==> config.mk <==
export PLATFORM = sky130hd
export DESIGN_NAME = ex_mem_stage_flat
export DESIGN_NICKNAME = d
export VERILOG_FILES = /design/src/rtl/ex_mem_stage_if.sv /design/src/rtl/ex_mem_stage.sv /design/src/flat_wrapper.sv
export SDC_FILE = /design/constraint.sdc
export NUM_CORES = 1
export LEC_CHECK = 0
export ABC_AREA = 1
export CORE_MARGIN = 4
export CORE_UTILIZATION = 25
export DETAILED_ROUTE_END_ITERATION = 10
export GPL_TIMING_DRIVEN = 0
export SYNTH_ARGS = -nofsm -noshare
export SYNTH_HDL_FRONTEND = slang
export SYNTH_SLANG_ARGS = --single-unit
==> constraint.sdc <==
create_clock -name clk -period 4.9 [get_ports clk]
set_input_delay 0.49 -clock clk [delete_from_list [all_inputs] [get_ports clk]]
set_output_delay 0.49 -clock clk [all_outputs]
set_load 0.02 [all_outputs]
==> src/rtl/ex_mem_stage_if.sv <==
// EX/MEM stage bus: EX-side inputs (i*) and MEM-side/forwarding/exception outputs (o*).
// The master modport drives the stage. The slave modport is the stage itself.
interface ex_mem_stage_if #(
    parameter int unsigned DATA_W = 32,
    parameter int unsigned REG_AW = 5,
    parameter int unsigned CNT_W  = 8
);
    logic              iValid;
    logic              iStall;
    logic              iFlush;
    logic [DATA_W-1:0] iALUResult;
    logic              iALUZ;
    logic              iALUV;
    logic              iALUN;
    logic [5:0]        iALUFun;
    logic              iSign;
    logic [DATA_W-1:0] iPC;
    logic [DATA_W-1:0] iRtData;
    logic [REG_AW-1:0] iRegDst;
    logic              iRegWrite;
    logic              iMemRead;
    logic              iMemWrite;
    logic [1:0]        iMemToReg;
    logic              iExcAck;

    logic              oValid;
    logic [DATA_W-1:0] oALUResult;
    logic              oZ;
    logic              oN;
    logic [DATA_W-1:0] oRtData;
    logic [REG_AW-1:0] oRegDst;
    logic              oRegWrite;
    logic              oMemRead;
    logic              oMemWrite;
    logic [1:0]        oMemToReg;
    logic              oFwdValid;
    logic              oOvfExc;
    logic [DATA_W-1:0] oEPC;
    logic              oExcPending;
    logic [CNT_W-1:0]  oOvfCount;

    modport master (
        output iValid, iStall, iFlush, iALUResult, iALUZ, iALUV, iALUN, iALUFun, iSign,
               iPC, iRtData, iRegDst, iRegWrite, iMemRead, iMemWrite, iMemToReg, iExcAck,
        input  oValid, oALUResult, oZ, oN, oRtData, oRegDst, oRegWrite, oMemRead,
               oMemWrite, oMemToReg, oFwdValid, oOvfExc, oEPC, oExcPending, oOvfCount
    );

    modport slave (
        input  iValid, iStall, iFlush, iALUResult, iALUZ, iALUV, iALUN, iALUFun, iSign,
               iPC, iRtData, iRegDst, iRegWrite, iMemRead, iMemWrite, iMemToReg, iExcAck,
        output oValid, oALUResult, oZ, oN, oRtData, oRegDst, oRegWrite, oMemRead,
               oMemWrite, oMemToReg, oFwdValid, oOvfExc, oEPC, oExcPending, oOvfCount
    );
endinterface

==> src/rtl/ex_mem_stage.sv <==
// EX/MEM pipeline register with signed add/sub overflow trapping.
// A trapping instruction becomes a bubble, and younger instructions are squashed until the trap is acked.
module ex_mem_stage #(
    parameter int unsigned DATA_W = 32,
    parameter int unsigned REG_AW = 5,
    parameter int unsigned CNT_W  = 8
) (
    input logic           clk,
    input logic           reset,
    ex_mem_stage_if.slave bus
);
    localparam logic [0:0] RUN      = 1'b0;
    localparam logic [0:0] EXC_WAIT = 1'b1;

    localparam logic [5:0] FUN_ADD = 6'b000000;
    localparam logic [5:0] FUN_SUB = 6'b000001;

    logic              validQ,     validD;
    logic [DATA_W-1:0] resultQ,    resultD;
    logic              zQ,         zD;
    logic              nQ,         nD;
    logic [DATA_W-1:0] rtDataQ,    rtDataD;
    logic [REG_AW-1:0] regDstQ,    regDstD;
    logic              regWriteQ,  regWriteD;
    logic              memReadQ,   memReadD;
    logic              memWriteQ,  memWriteD;
    logic [1:0]        memToRegQ,  memToRegD;
    logic              ovfExcQ,    ovfExcD;
    logic [DATA_W-1:0] epcQ,       epcD;
    logic [CNT_W-1:0]  ovfCountQ,  ovfCountD;
    logic [0:0]        stateQ,     stateD;

    logic isAddSub;
    logic ovf;
    logic loadBubble;

    assign isAddSub = (bus.iALUFun == FUN_ADD) || (bus.iALUFun == FUN_SUB);

    assign ovf = bus.iValid && !bus.iStall && !bus.iFlush && (stateQ == RUN) &&
                 bus.iSign && bus.iALUV && isAddSub;

    // A flush wins even over a stall; otherwise a trap or a pending trap squashes the slot.
    assign loadBubble = bus.iFlush || (!bus.iStall && (ovf || (stateQ == EXC_WAIT)));

    always_comb begin
        validD    = validQ;
        resultD   = resultQ;
        zD        = zQ;
        nD        = nQ;
        rtDataD   = rtDataQ;
        regDstD   = regDstQ;
        regWriteD = regWriteQ;
        memReadD  = memReadQ;
        memWriteD = memWriteQ;
        memToRegD = memToRegQ;
        if (loadBubble) begin
            validD    = 1'b0;
            resultD   = '0;
            zD        = 1'b0;
            nD        = 1'b0;
            rtDataD   = '0;
            regDstD   = '0;
            regWriteD = 1'b0;
            memReadD  = 1'b0;
            memWriteD = 1'b0;
            memToRegD = '0;
        end else if (!bus.iStall) begin
            validD    = bus.iValid;
            resultD   = bus.iALUResult;
            zD        = bus.iALUZ;
            nD        = bus.iALUN;
            rtDataD   = bus.iRtData;
            regDstD   = bus.iRegDst;
            regWriteD = bus.iRegWrite && bus.iValid;
            memReadD  = bus.iMemRead && bus.iValid;
            memWriteD = bus.iMemWrite && bus.iValid;
            memToRegD = bus.iMemToReg;
        end
    end

    // Exception bookkeeping only advances on non-stalled edges, so an ack under stall waits.
    always_comb begin
        stateD    = stateQ;
        epcD      = epcQ;
        ovfCountD = ovfCountQ;
        ovfExcD   = ovf;
        if (!bus.iStall) begin
            if (ovf) begin
                stateD    = EXC_WAIT;
                epcD      = bus.iPC;
                ovfCountD = (ovfCountQ == {CNT_W{1'b1}}) ? ovfCountQ : ovfCountQ + CNT_W'(1);
            end else if ((stateQ == EXC_WAIT) && bus.iExcAck) begin
                stateD = RUN;
            end
        end
    end

    always_ff @(posedge clk or posedge reset) begin
        if (reset) begin
            validQ    <= 1'b0;
            resultQ   <= '0;
            zQ        <= 1'b0;
            nQ        <= 1'b0;
            rtDataQ   <= '0;
            regDstQ   <= '0;
            regWriteQ <= 1'b0;
            memReadQ  <= 1'b0;
            memWriteQ <= 1'b0;
            memToRegQ <= '0;
            ovfExcQ   <= 1'b0;
            epcQ      <= '0;
            ovfCountQ <= '0;
            stateQ    <= RUN;
        end else begin
            validQ    <= validD;
            resultQ   <= resultD;
            zQ        <= zD;
            nQ        <= nD;
            rtDataQ   <= rtDataD;
            regDstQ   <= regDstD;
            regWriteQ <= regWriteD;
            memReadQ  <= memReadD;
            memWriteQ <= memWriteD;
            memToRegQ <= memToRegD;
            ovfExcQ   <= ovfExcD;
            epcQ      <= epcD;
            ovfCountQ <= ovfCountD;
            stateQ    <= stateD;
        end
    end

    assign bus.oValid      = validQ;
    assign bus.oALUResult  = resultQ;
    assign bus.oZ          = zQ;
    assign bus.oN          = nQ;
    assign bus.oRtData     = rtDataQ;
    assign bus.oRegDst     = regDstQ;
    assign bus.oRegWrite   = regWriteQ;
    assign bus.oMemRead    = memReadQ;
    assign bus.oMemWrite   = memWriteQ;
    assign bus.oMemToReg   = memToRegQ;
    assign bus.oFwdValid   = validQ && regWriteQ && (regDstQ != '0);
    assign bus.oOvfExc     = ovfExcQ;
    assign bus.oEPC        = epcQ;
    assign bus.oExcPending = (stateQ == EXC_WAIT);
    assign bus.oOvfCount   = ovfCountQ;
endmodule
==> src/flat_wrapper.sv <==
// flat-port wrapper written by rule: the top's interface ports become plain ports
module ex_mem_stage_flat 
#(
    parameter int unsigned DATA_W = 32,
    parameter int unsigned REG_AW = 5,
    parameter int unsigned CNT_W  = 8
)
  (clk, reset, bus_iValid, bus_iStall, bus_iFlush, bus_iALUResult, bus_iALUZ, bus_iALUV, bus_iALUN, bus_iALUFun, bus_iSign, bus_iPC, bus_iRtData, bus_iRegDst, bus_iRegWrite, bus_iMemRead, bus_iMemWrite, bus_iMemToReg, bus_iExcAck, bus_oValid, bus_oALUResult, bus_oZ, bus_oN, bus_oRtData, bus_oRegDst, bus_oRegWrite, bus_oMemRead, bus_oMemWrite, bus_oMemToReg, bus_oFwdValid, bus_oOvfExc, bus_oEPC, bus_oExcPending, bus_oOvfCount);
  ex_mem_stage_if #(.DATA_W(DATA_W), .REG_AW(REG_AW), .CNT_W(CNT_W)) bus_i ();
  input logic clk;
  input logic reset;
  input wire logic [$bits(bus_i.iValid)-1:0] bus_iValid;
  input wire logic [$bits(bus_i.iStall)-1:0] bus_iStall;
  input wire logic [$bits(bus_i.iFlush)-1:0] bus_iFlush;
  input wire logic [$bits(bus_i.iALUResult)-1:0] bus_iALUResult;
  input wire logic [$bits(bus_i.iALUZ)-1:0] bus_iALUZ;
  input wire logic [$bits(bus_i.iALUV)-1:0] bus_iALUV;
  input wire logic [$bits(bus_i.iALUN)-1:0] bus_iALUN;
  input wire logic [$bits(bus_i.iALUFun)-1:0] bus_iALUFun;
  input wire logic [$bits(bus_i.iSign)-1:0] bus_iSign;
  input wire logic [$bits(bus_i.iPC)-1:0] bus_iPC;
  input wire logic [$bits(bus_i.iRtData)-1:0] bus_iRtData;
  input wire logic [$bits(bus_i.iRegDst)-1:0] bus_iRegDst;
  input wire logic [$bits(bus_i.iRegWrite)-1:0] bus_iRegWrite;
  input wire logic [$bits(bus_i.iMemRead)-1:0] bus_iMemRead;
  input wire logic [$bits(bus_i.iMemWrite)-1:0] bus_iMemWrite;
  input wire logic [$bits(bus_i.iMemToReg)-1:0] bus_iMemToReg;
  input wire logic [$bits(bus_i.iExcAck)-1:0] bus_iExcAck;
  output wire logic [$bits(bus_i.oValid)-1:0] bus_oValid;
  output wire logic [$bits(bus_i.oALUResult)-1:0] bus_oALUResult;
  output wire logic [$bits(bus_i.oZ)-1:0] bus_oZ;
  output wire logic [$bits(bus_i.oN)-1:0] bus_oN;
  output wire logic [$bits(bus_i.oRtData)-1:0] bus_oRtData;
  output wire logic [$bits(bus_i.oRegDst)-1:0] bus_oRegDst;
  output wire logic [$bits(bus_i.oRegWrite)-1:0] bus_oRegWrite;
  output wire logic [$bits(bus_i.oMemRead)-1:0] bus_oMemRead;
  output wire logic [$bits(bus_i.oMemWrite)-1:0] bus_oMemWrite;
  output wire logic [$bits(bus_i.oMemToReg)-1:0] bus_oMemToReg;
  output wire logic [$bits(bus_i.oFwdValid)-1:0] bus_oFwdValid;
  output wire logic [$bits(bus_i.oOvfExc)-1:0] bus_oOvfExc;
  output wire logic [$bits(bus_i.oEPC)-1:0] bus_oEPC;
  output wire logic [$bits(bus_i.oExcPending)-1:0] bus_oExcPending;
  output wire logic [$bits(bus_i.oOvfCount)-1:0] bus_oOvfCount;
  assign bus_i.iValid = bus_iValid;
  assign bus_i.iStall = bus_iStall;
  assign bus_i.iFlush = bus_iFlush;
  assign bus_i.iALUResult = bus_iALUResult;
  assign bus_i.iALUZ = bus_iALUZ;
  assign bus_i.iALUV = bus_iALUV;
  assign bus_i.iALUN = bus_iALUN;
  assign bus_i.iALUFun = bus_iALUFun;
  assign bus_i.iSign = bus_iSign;
  assign bus_i.iPC = bus_iPC;
  assign bus_i.iRtData = bus_iRtData;
  assign bus_i.iRegDst = bus_iRegDst;
  assign bus_i.iRegWrite = bus_iRegWrite;
  assign bus_i.iMemRead = bus_iMemRead;
  assign bus_i.iMemWrite = bus_iMemWrite;
  assign bus_i.iMemToReg = bus_iMemToReg;
  assign bus_i.iExcAck = bus_iExcAck;
  assign bus_oValid = bus_i.oValid;
  assign bus_oALUResult = bus_i.oALUResult;
  assign bus_oZ = bus_i.oZ;
  assign bus_oN = bus_i.oN;
  assign bus_oRtData = bus_i.oRtData;
  assign bus_oRegDst = bus_i.oRegDst;
  assign bus_oRegWrite = bus_i.oRegWrite;
  assign bus_oMemRead = bus_i.oMemRead;
  assign bus_oMemWrite = bus_i.oMemWrite;
  assign bus_oMemToReg = bus_i.oMemToReg;
  assign bus_oFwdValid = bus_i.oFwdValid;
  assign bus_oOvfExc = bus_i.oOvfExc;
  assign bus_oEPC = bus_i.oEPC;
  assign bus_oExcPending = bus_i.oExcPending;
  assign bus_oOvfCount = bus_i.oOvfCount;
  ex_mem_stage #(.DATA_W(DATA_W), .REG_AW(REG_AW), .CNT_W(CNT_W)) u_core (.clk(clk), .reset(reset), .bus(bus_i));
endmodule
==> impl_metrics.ini <==
[run_status]
status = completed

[floorplanning]
coreArea_um2 = 19700
num_rows = 51
die_area_um2 = 22700
start_util = 0.258
die_x_um = 151
ios = 242
die_y_um = 151

[yosys]
yosysTopAreaCell = dfrtp_1
ys_warn_count = 0
syn-cell-area_um2 = 5090
avgSynthCellArea_um2 = 8.54
syn_inst = 596
synth.distinct_cells = 21
synthTopCellsByArea = dfrtp_1 (59%), nand2_1 (22%), nand4_1 (10%)
synth-seq-cells = 119
synth_nets = 719
synth_top_area_share = 0.585
ys_seq_area_frac = 0.585

[finish]
final_nets = 980
finish.utilization = 0.428
syn2layout_area_growth_pct = 65.7
drive_gt1_frac = 0.0690

[cts]
cts_htree_levels = 4
clk_latency_ns = 0.42
cts_made_buffers = 17
post_cts_buffers = 0
clk_path_buf_depth = 2
clkTransAtPathRegs_ns = 0.05
cts_sinks = 119
cts_tree = done
ctsHoldBuffers = 0
ctsResizeCount = 0
cts_root_buf = clkbuf_16

[route]
wire_per_inst_um = 15.7
drc = 0
routed_wl_mm = 17.9
vias_per_cell = 4.36
num_vias = 4958
dr.pass1.iters = 4
ant_nets = 0
initialDrtViolationCount = 196

[timing]
fmax_mhz = 428
rsz0062_at_grt = no
tightest_slew_ns = 0.670
setup_viol = 0
finalCritPeriodShare = 0.477
layout_min_cycle_time_ns = 2.34
fin_tns_setup_ns = 0
hold_slack_ns = 0.475
worst_slack_ns = 2.56
maxSlewHeadroom = 0.553
slew_violations = 0
hold_viol_final = 0
clock_skew_ns = 0.0160

[power]
vdd_drop_max_uv = 204
leakagePower_nw = 4.06
p_total_mw = 2.69
power_density_nw_per_um2 = 319

[global_route]
grtUsageMet3 = 0.0801
grt_pass1_wl_mm = 27.8
grt-busiest-layer = met2
grt_max_degree = 63
grt_overflow_total = 0
antenna_found_initial = 1
grt_pass1_vias = 5110
grtUsageMet2 = 0.251
use_met1 = 0.191
grtUsageTotal = 0.159

[setup_path]
critPathArrivalTime_ns = 1.85
crit_type = reg2out
worstPathMaxFanout = 3
crit_chain = nor3_1 -> nand2_1 -> nand3_1 -> inv_1 -> clkdlybuf4s50_1
cp-start-kind = flop
cp_data_required_time_ns = 4.41
end_kind = output port
max_stage_delay_ns = 0.54
slowest_stage = clkdlybuf4s50_1

[placed_design]
detailed_place_hpwl_mm = 13.2
place.gp.congestion = 0.802
place_ws_ns = 2.48
portBuffers = 241

[job]
maxCapViolCount = 0

[min_path]
min_path_type = reg2reg
## area by class of cell
type,instances,area [µm²]
fill,1928,11300
sequential,119,2980
clock inverter,13,133
antenna,1,2.50
buffer,36,166
multi-input combinational,421,1870
inverter,20,82.6
tap,265,332
timing repair buffer,242,2440
clock buffer,19,433
## per-stage QoR
stage	area, µm²	std cells
floorplan	5090	596
CTS	8430	1135
finish	8430	1136
global route	8430	1135
global placement	7830	1102
detailed placement	7870	1103
## sequential cells by signal, indices dropped and copies added, names as in the netlist
| name | cells |
|---|---|
| u_core.bus.oRtData | 32 |
| u_core.bus.oValid | 1 |
| u_core.bus.oRegWrite | 1 |
| u_core.bus.oMemToReg | 2 |
| u_core.bus.oOvfExc | 1 |
| u_core.bus.oZ | 1 |
| u_core.bus.oOvfCount | 8 |
| u_core.bus.oExcPending | 1 |
| u_core.bus.oMemRead | 1 |
| u_core.bus.oN | 1 |
| u_core.bus.oALUResult | 32 |
| u_core.bus.oMemWrite | 1 |
| u_core.bus.oEPC | 32 |
| u_core.bus.oRegDst | 5 |
## cell usage in the layout, fill, tap and decap left out
| cell | synthesis | final |
|---|---|---|
| buf_16 | 0 | 1 |
| clkinv_4 | 0 | 2 |
| nor2_1 | 18 | 18 |
| clkinvlp_4 | 0 | 4 |
| xnor2_1 | 1 | 1 |
| inv_1 | 16 | 15 |
| a21oi_2 | 1 | 1 |
| xor2_1 | 2 | 2 |
| inv_6 | 0 | 1 |
| nand4_1 | 82 | 82 |
| nand3_1 | 17 | 17 |
| and2_1 | 1 | 1 |
| nor2_2 | 3 | 3 |
| inv_4 | 1 | 1 |
| diode_2 | 0 | 1 |
| inv_2 | 3 | 3 |
| nor3_1 | 1 | 1 |
| nand2_1 | 292 | 292 |
| nand3b_4 | 1 | 1 |
| buf_4 | 3 | 3 |
| nor3b_1 | 1 | 1 |
| clkinv_2 | 0 | 5 |
| buf_1 | 4 | 4 |
| buf_2 | 16 | 16 |
| clkdlybuf4s50_1 | 0 | 241 |
| dfrtp_1 | 119 | 119 |
| clkbuf_16 | 0 | 17 |
| bufinv_16 | 0 | 2 |
| ha_1 | 1 | 1 |
| clkbuf_1 | 13 | 15 |
## critical path: cells and delay by family, from the launching register on
kind                   cells  cell delay [ns]
buffers and inverters      2             0.58
and+or+nand+nor            3             0.48
DFF                        1             0.38
## layer usage
layer	vias up	wire [µm]
met3	15	2080
met4	2	197
met1	2261	7590
li1	2485	-
met5	-	13
met2	195	8000
## where the power goes
part	switching (mW)	internal [mW]	total, mW	leakage (nW)
Combinational	0.202	0.209	0.411	2.21
Clock	0.465	0.744	1.21	0.269
Sequential	0.0315	1.04	1.07	1.58
## worst paths after layout
kind	slack, ns	depth (start not counted)	endpoint	startpoint
max in group asynchronous	3.68	3	u_core.bus.oALUResult[24]	reset
max reg2reg	3.17	7	u_core.bus.oOvfCount[5]	u_core.bus.oOvfCount[0]
min	0.48	2	u_core.bus.oEPC[18]	u_core.bus.oEPC[18]
min reg2reg	0.48	2	u_core.bus.oEPC[18]	u_core.bus.oEPC[18]
min in group asynchronous	0.52	2	u_core.bus.oEPC[31]	reset
max	2.56	5	bus_oFwdValid	u_core.bus.oRegDst[3]
## Yosys cell counts (all sizes together)
library cell	instances
buf	23
a21oi	1
and2	1
nand4	82
clkbuf	13
nor3b	1
inv	20
nor2	21
xor2	2
nand3	17
xnor2	1
nand3b	1
ha	1
nand2	292
nor3	1
dfrtp	119
## cell families after synthesis
| family | share of synthesized area |
|---|---|
| AND/OR/NAND/NOR | 0.358 |
| flip-flops | 0.585 |
| AO/OA/AOI/OAI | 0.00172 |
| XOR/XNOR | 0.00516 |
| adder cells (fa/ha/maj) | 0.00246 |
| buffers and inverters | 0.0479 |
Power figures use the tool's default switching activity.
